`src/rtl/mem_stage_hs.sv`:
```
// rtl/mem_stage_hs.sv - memory-access pipeline stage driving a req/ack data memory with byte enables
// Build option MEM_ALIGN_CHK_EN: trap misaligned accesses (align_exc_o) instead of forcing alignment.
module mem_stage_hs #(
    parameter int DATA_W = 32,
    parameter int REG_AW = 5
) (
    input  logic                clk,
    input  logic                rst,
    input  logic                valid_i,
    input  logic                cregwa_i,
    input  logic [1:0]          cregwd_i,
    input  logic                regwe_i,
    input  logic                memwe_i,
    input  logic                memre_i,
    input  logic                memsign_i,
    input  logic [1:0]          memlen_i,
    input  logic [DATA_W-1:0]   rd2_i,
    input  logic [DATA_W-1:0]   aluout_i,
    input  logic [REG_AW-1:0]   rt_i,
    input  logic [REG_AW-1:0]   rd_i,
    output logic                mreq_o,
    output logic                mwe_o,
    output logic [DATA_W-1:0]   maddr_o,
    output logic [DATA_W-1:0]   mwdata_o,
    output logic [DATA_W/8-1:0] mbe_o,
    input  logic                mack_i,
    input  logic [DATA_W-1:0]   mrdata_i,
    output logic                stall_o,
    output logic                we_me,
    output logic [REG_AW-1:0]   wa_me,
    output logic [DATA_W-1:0]   wd_me,
    output logic                valid_o,
    output logic                regwe_o,
    output logic [1:0]          cregwd_o,
    output logic [REG_AW-1:0]   wa_o,
    output logic [DATA_W-1:0]   aluout_o,
    output logic [DATA_W-1:0]   memrd_o
`ifdef MEM_ALIGN_CHK_EN
    ,
    output logic                align_exc_o
`endif
);
    localparam int NB = DATA_W / 8;
    localparam int OB = $clog2(NB);

    typedef enum logic [1:0] {S_IDLE, S_ACCESS, S_DONE} state_t;
    state_t state, state_n;

    logic [REG_AW-1:0] wa;
    logic [OB-1:0]     off_raw, off, size_m1;
    logic              mem_op, misal, go, in_access, sign_bit;
    logic [DATA_W-1:0] addr_c, wdata_c, shifted, ld_val, load_buf;
    logic [NB-1:0]     be_c;

    assign wa      = cregwa_i ? rd_i : rt_i;
    assign mem_op  = valid_i & (memre_i | memwe_i);
    assign off_raw = aluout_i[OB-1:0];

    // size_m1 is (bytes - 1); dword collapses to word on a 32-bit datapath
    always_comb begin
        case (memlen_i)
            2'b00:   size_m1 = OB'(0);
            2'b01:   size_m1 = OB'(1);
            2'b11:   size_m1 = {OB{1'b1}};
            default: size_m1 = OB'(3);
        endcase
    end

`ifdef MEM_ALIGN_CHK_EN
    assign misal = mem_op & (|(off_raw & size_m1));
`else
    assign misal = 1'b0;
`endif
    assign off    = off_raw & ~size_m1;
    assign go     = mem_op & ~misal;
    assign addr_c = {aluout_i[DATA_W-1:OB], {OB{1'b0}}};

    always_comb begin
        be_c     = '0;
        wdata_c  = '0;
        ld_val   = '0;
        shifted  = mrdata_i >> {off, 3'b000};
        sign_bit = memsign_i & shifted[{size_m1, 3'b111}];
        for (int i = 0; i < NB; i++) begin
            be_c[i]           = ((OB'(i) & ~size_m1) == off);
            wdata_c[8*i +: 8] = rd2_i[{OB'(i) & size_m1, 3'b000} +: 8];
            ld_val[8*i +: 8]  = (OB'(i) <= size_m1) ? shifted[8*i +: 8] : {8{sign_bit}};
        end
    end

    // request fields are only driven while the access is outstanding
    assign in_access = (state == S_ACCESS);
    assign mreq_o    = in_access;
    assign mwe_o     = in_access & memwe_i;
    assign maddr_o   = in_access ? addr_c : '0;
    assign mwdata_o  = in_access ? wdata_c : '0;
    assign mbe_o     = in_access ? be_c : '0;

    assign we_me = valid_i & regwe_i & ~(memre_i & (state != S_DONE));
    assign wa_me = wa;
    always_comb begin
        case (cregwd_i)
            2'b00:   wd_me = aluout_i;
            2'b01:   wd_me = load_buf;
            default: wd_me = '0;
        endcase
    end

    always_comb begin
        state_n = state;
        stall_o = 1'b0;
        case (state)
            S_IDLE: begin
                if (go) begin
                    state_n = S_ACCESS;
                    stall_o = 1'b1;
                end
            end
            S_ACCESS: begin
                stall_o = 1'b1;
                if (mack_i) state_n = S_DONE;
            end
            S_DONE:  state_n = S_IDLE;
            default: state_n = S_IDLE;
        endcase
    end

    always_ff @(posedge clk) begin
        if (rst) begin
            state    <= S_IDLE;
            load_buf <= '0;
            valid_o  <= 1'b0;
            regwe_o  <= 1'b0;
            cregwd_o <= '0;
            wa_o     <= '0;
            aluout_o <= '0;
            memrd_o  <= '0;
`ifdef MEM_ALIGN_CHK_EN
            align_exc_o <= 1'b0;
`endif
        end else begin
            state <= state_n;
            if (in_access && mack_i && memre_i) load_buf <= ld_val;
            if (stall_o) begin
                valid_o <= 1'b0;
                regwe_o <= 1'b0;
`ifdef MEM_ALIGN_CHK_EN
                align_exc_o <= 1'b0;
`endif
            end else begin
                valid_o  <= valid_i;
                regwe_o  <= valid_i & regwe_i & ~misal;
                cregwd_o <= cregwd_i;
                wa_o     <= wa;
                aluout_o <= aluout_i;
                memrd_o  <= load_buf;
`ifdef MEM_ALIGN_CHK_EN
                align_exc_o <= misal;
`endif
            end
        end
    end
endmodule

```
`config.mk`:
```
export PLATFORM = sky130hd
export DESIGN_NAME = mem_stage_hs
export DESIGN_NICKNAME = d
export VERILOG_FILES = /design/src/rtl/mem_stage_hs.sv
export SDC_FILE = /design/constraint.sdc
export NUM_CORES = 1
export LEC_CHECK = 0
export BUFFER_PORTS_ARGS = -buffer_cell sky130_fd_sc_hd__buf_4
export CELL_PAD_IN_SITES_DETAIL_PLACEMENT = 2
export CELL_PAD_IN_SITES_GLOBAL_PLACEMENT = 2
export CORE_ASPECT_RATIO = 0.9
export CORE_MARGIN = 3
export CORE_UTILIZATION = 21
export CTS_BUF_LIST = sky130_fd_sc_hd__clkbuf_2
export DETAILED_ROUTE_END_ITERATION = 16
export PLACE_DENSITY = 0.84
export SLEW_MARGIN = 20
export SYNTH_ARGS = -nofsm -noshare
export SYNTH_HDL_FRONTEND = slang
export SYNTH_SLANG_ARGS = --single-unit
```
`constraint.sdc`:
```
create_clock -name clk -period 1.75 [get_ports clk]
set_clock_uncertainty 0.05 [all_clocks]
set_input_delay 0.2625 -clock clk [delete_from_list [all_inputs] [get_ports clk]]
set_output_delay 0.2625 -clock clk [all_outputs]
set_load 0.005 [all_outputs]
```
==> flow_summary.ini <==
[run_status]
status = finished, violations left
violations = setup timing

[clock_tree]
clkLatencyLatePin_ps = 670
cts_buffers = 9
clk_path_buf_depth = 2
htree_levels = 3
root_buffer = clkbuf_2
cts_tree = yes
clk_pin_slew_worst_paths_ps = 350
clock-sinks = 107

[global_route]
grt-busiest-layer = met2
grt_start_max_net_pins = 54
met1_usage = 0.290
overflow = 0
grt_usage = 0.245
grtUsageMet2 = 0.440
antenna_found_initial = 2
grt_pass1_vias = 7860
met3_usage = 0.0567
grt_pass1_wl_um = 51200

[final_layout]
fin_cells = 1474
drive_gt1_frac = 0.481
syn2layout_area_growth_pct = 91.1
nets = 1244
layout_common_cells = buf_4 (307), nand2_1 (161), a21oi_1 (98)
final_area_um2 = 10400
postLayoutCoreUtil = 0.410
final_common_cell = buf_4

[worst_setup_path]
arrival_ps = 1860
path_max_fanout = 9
r2r_end = load_buf[10]
slowest_stage = dfxtp_2
critPathKind = reg2out
path_delay_family = buffers and inverters
reg2regPathDepth = 8
cp-end-kind = output port
worst_setup_path_start_kind = register
r2r_setup_slack_ps = -10
rr_startpoint = state[1]
cp_cell_sequence = nand2b_4 > buf_6 > clkbuf_16 > nor2_1 > buf_4
required_ps = 1440
worst-path-buf-inv = 3
max_stage_delay_ps = 410

[timing]
period_minus_slack_ps = 2170
finalWorstSetupSlack_ps = -423
setup_violations = 98
hold_viol = 0
finalMaxSlewViolations = 0
finalCritPeriodShare = 1.24
rsz0062_at_grt = yes
max_freq_mhz = 460
setup_tns_ps = -27750
hold_slack_ps = 58.4

[route]
drcViolationCount = 0
via_per_inst = 4.74
routedWlPerCell_um = 24.4
drt_first_iter_violations = 305
ant_nets = 0
dr.pass1.iters = 5
postRouteWirelength_um = 36000
vias = 6991

[die]
dieArea_um2 = 27800
ios = 301
die_h_um = 159
core_um2 = 25300
start_util = 0.214
rows = 55
die_x_um = 176

[placed_design]
port_buffers = 298
gp_congestion = 0.811
hpwl_um = 21900
dp_cells = 1342
pre_cts_slack_ps = -93.4
placed_area_um2 = 8290

[logic_synthesis]
syn_area_per_cell_um2 = 7.52
yosysSeqAreaShare = 0.394
syn_area_um2 = 5430
yosys_warnings = 0
ys_ff_latch = 107
synth.distinct_cells = 35
netlist_instances = 722

[pwr]
leakagePower_nw = 4.59
cellPowerDensity_nw_per_um2 = 625
total_power_mw = 6.49
irDropWorstVdd_mv = 0.309

[min_path]
hp-start = memlen_i[0]
hold_path_class = in2reg
hold_end = load_buf[9]
hold_depth = 4

[run]
cap_violations = 0
## repair_timing
action                                 CTS  global route
setup endpoints to repair              102           131
buffers inserted                        30             0
gates cloned                             8             4
endpoints found under the hold margin   79             0
pin swaps                               41            11
resized for setup                      169            52
hold buffers                            74             0
## synth_stat cells, drive strengths merged
library cell | count | area [um2]
buf | 17 | 97.6
nand2 | 162 | 608
a22o | 1 | 8.76
nor2b | 2 | 12.5
or2 | 1 | 6.26
nor4 | 1 | 6.26
o31ai | 1 | 7.51
a211oi | 26 | 250
mux2 | 5 | 56.3
and2 | 39 | 244
a311o | 4 | 40.0
mux4 | 4 | 90.1
nor3 | 11 | 55.1
nor2 | 110 | 415
a2bb2oi | 1 | 15.0
mux2i | 53 | 531
conb | 1 | 3.75
nand3 | 1 | 5.00
a21oi | 100 | 504
clkbuf | 48 | 181
dfxtp | 107 | 2140
inv | 6 | 22.5
o311ai | 3 | 26.3
and3 | 1 | 6.26
nand2b | 4 | 25.0
o21a | 1 | 7.51
o21ai | 11 | 55.1
nor3b | 1 | 7.51
## how the worst max path moves through the flow
stage | start | end | slack, ps | depth (start not counted)
2_1_floorplan | aluout_i[1] | load_buf[28] | 60 | 6
3_3_place_gp | memlen_i[0] | load_buf[12] | -50 | 7
3_5_place_dp | memlen_i[1] | mwdata_o[25] | -90 | 8
4_1_cts | state[1] | mbe_o[2] | -470 | 6
5_1_grt | state[1] | mbe_o[2] | -530 | 5
6_report | state[1] | mwdata_o[20] | -420 | 5
## sequential cells by signal, summed over array words and instances, names as in the netlist
name      flops
aluout_o     32
cregwd_o      2
load_buf     32
memrd_o      32
regwe_o       1
state         2
valid_o       1
wa_o          5
## metal layers
metal  vias up  share of wire  wire [um]
met5         -              0          0
met4         0          0.022        804
met3        38          0.059       2140
met2       272           0.50      18200
met1      3477           0.41      14900
li1       3204              -          -
## worst register-to-register path: cells and delay by family (launching register included)
family                 cells  cell delay, ps
buffers and inverters      4             500
AND/OR/NAND/NOR            3             480
flip-flops                 1             400
AO/OA/AOI/OAI              1             270
## area by class of cell
cell class | count | area, um2
diodes | 2 | 5.00
multi-input cells | 545 | 3330
fillers | 2841 | 14900
well taps | 342 | 428
clock inverters | 7 | 105
inverters | 6 | 32.5
clock buffers | 9 | 45.0
repair buffers | 456 | 4220
flip-flops and latches | 107 | 2220
## power breakdown
group	switching [mW]	internal [mW]	total (mW)
Combinational	1.12	1.21	2.33
Sequential	0.0947	2.56	2.66
Clock	1.00	0.501	1.51
Total	2.22	4.27	6.49
## cell families after synthesis
kind of cell           synth area share
muxes                             0.125
buffers and inverters            0.0555
DFF                               0.394
and+or+nand+nor                   0.256
other                          0.000691
AOI/OAI and AO/OA                 0.168
(Power assumes the default switching activity.)
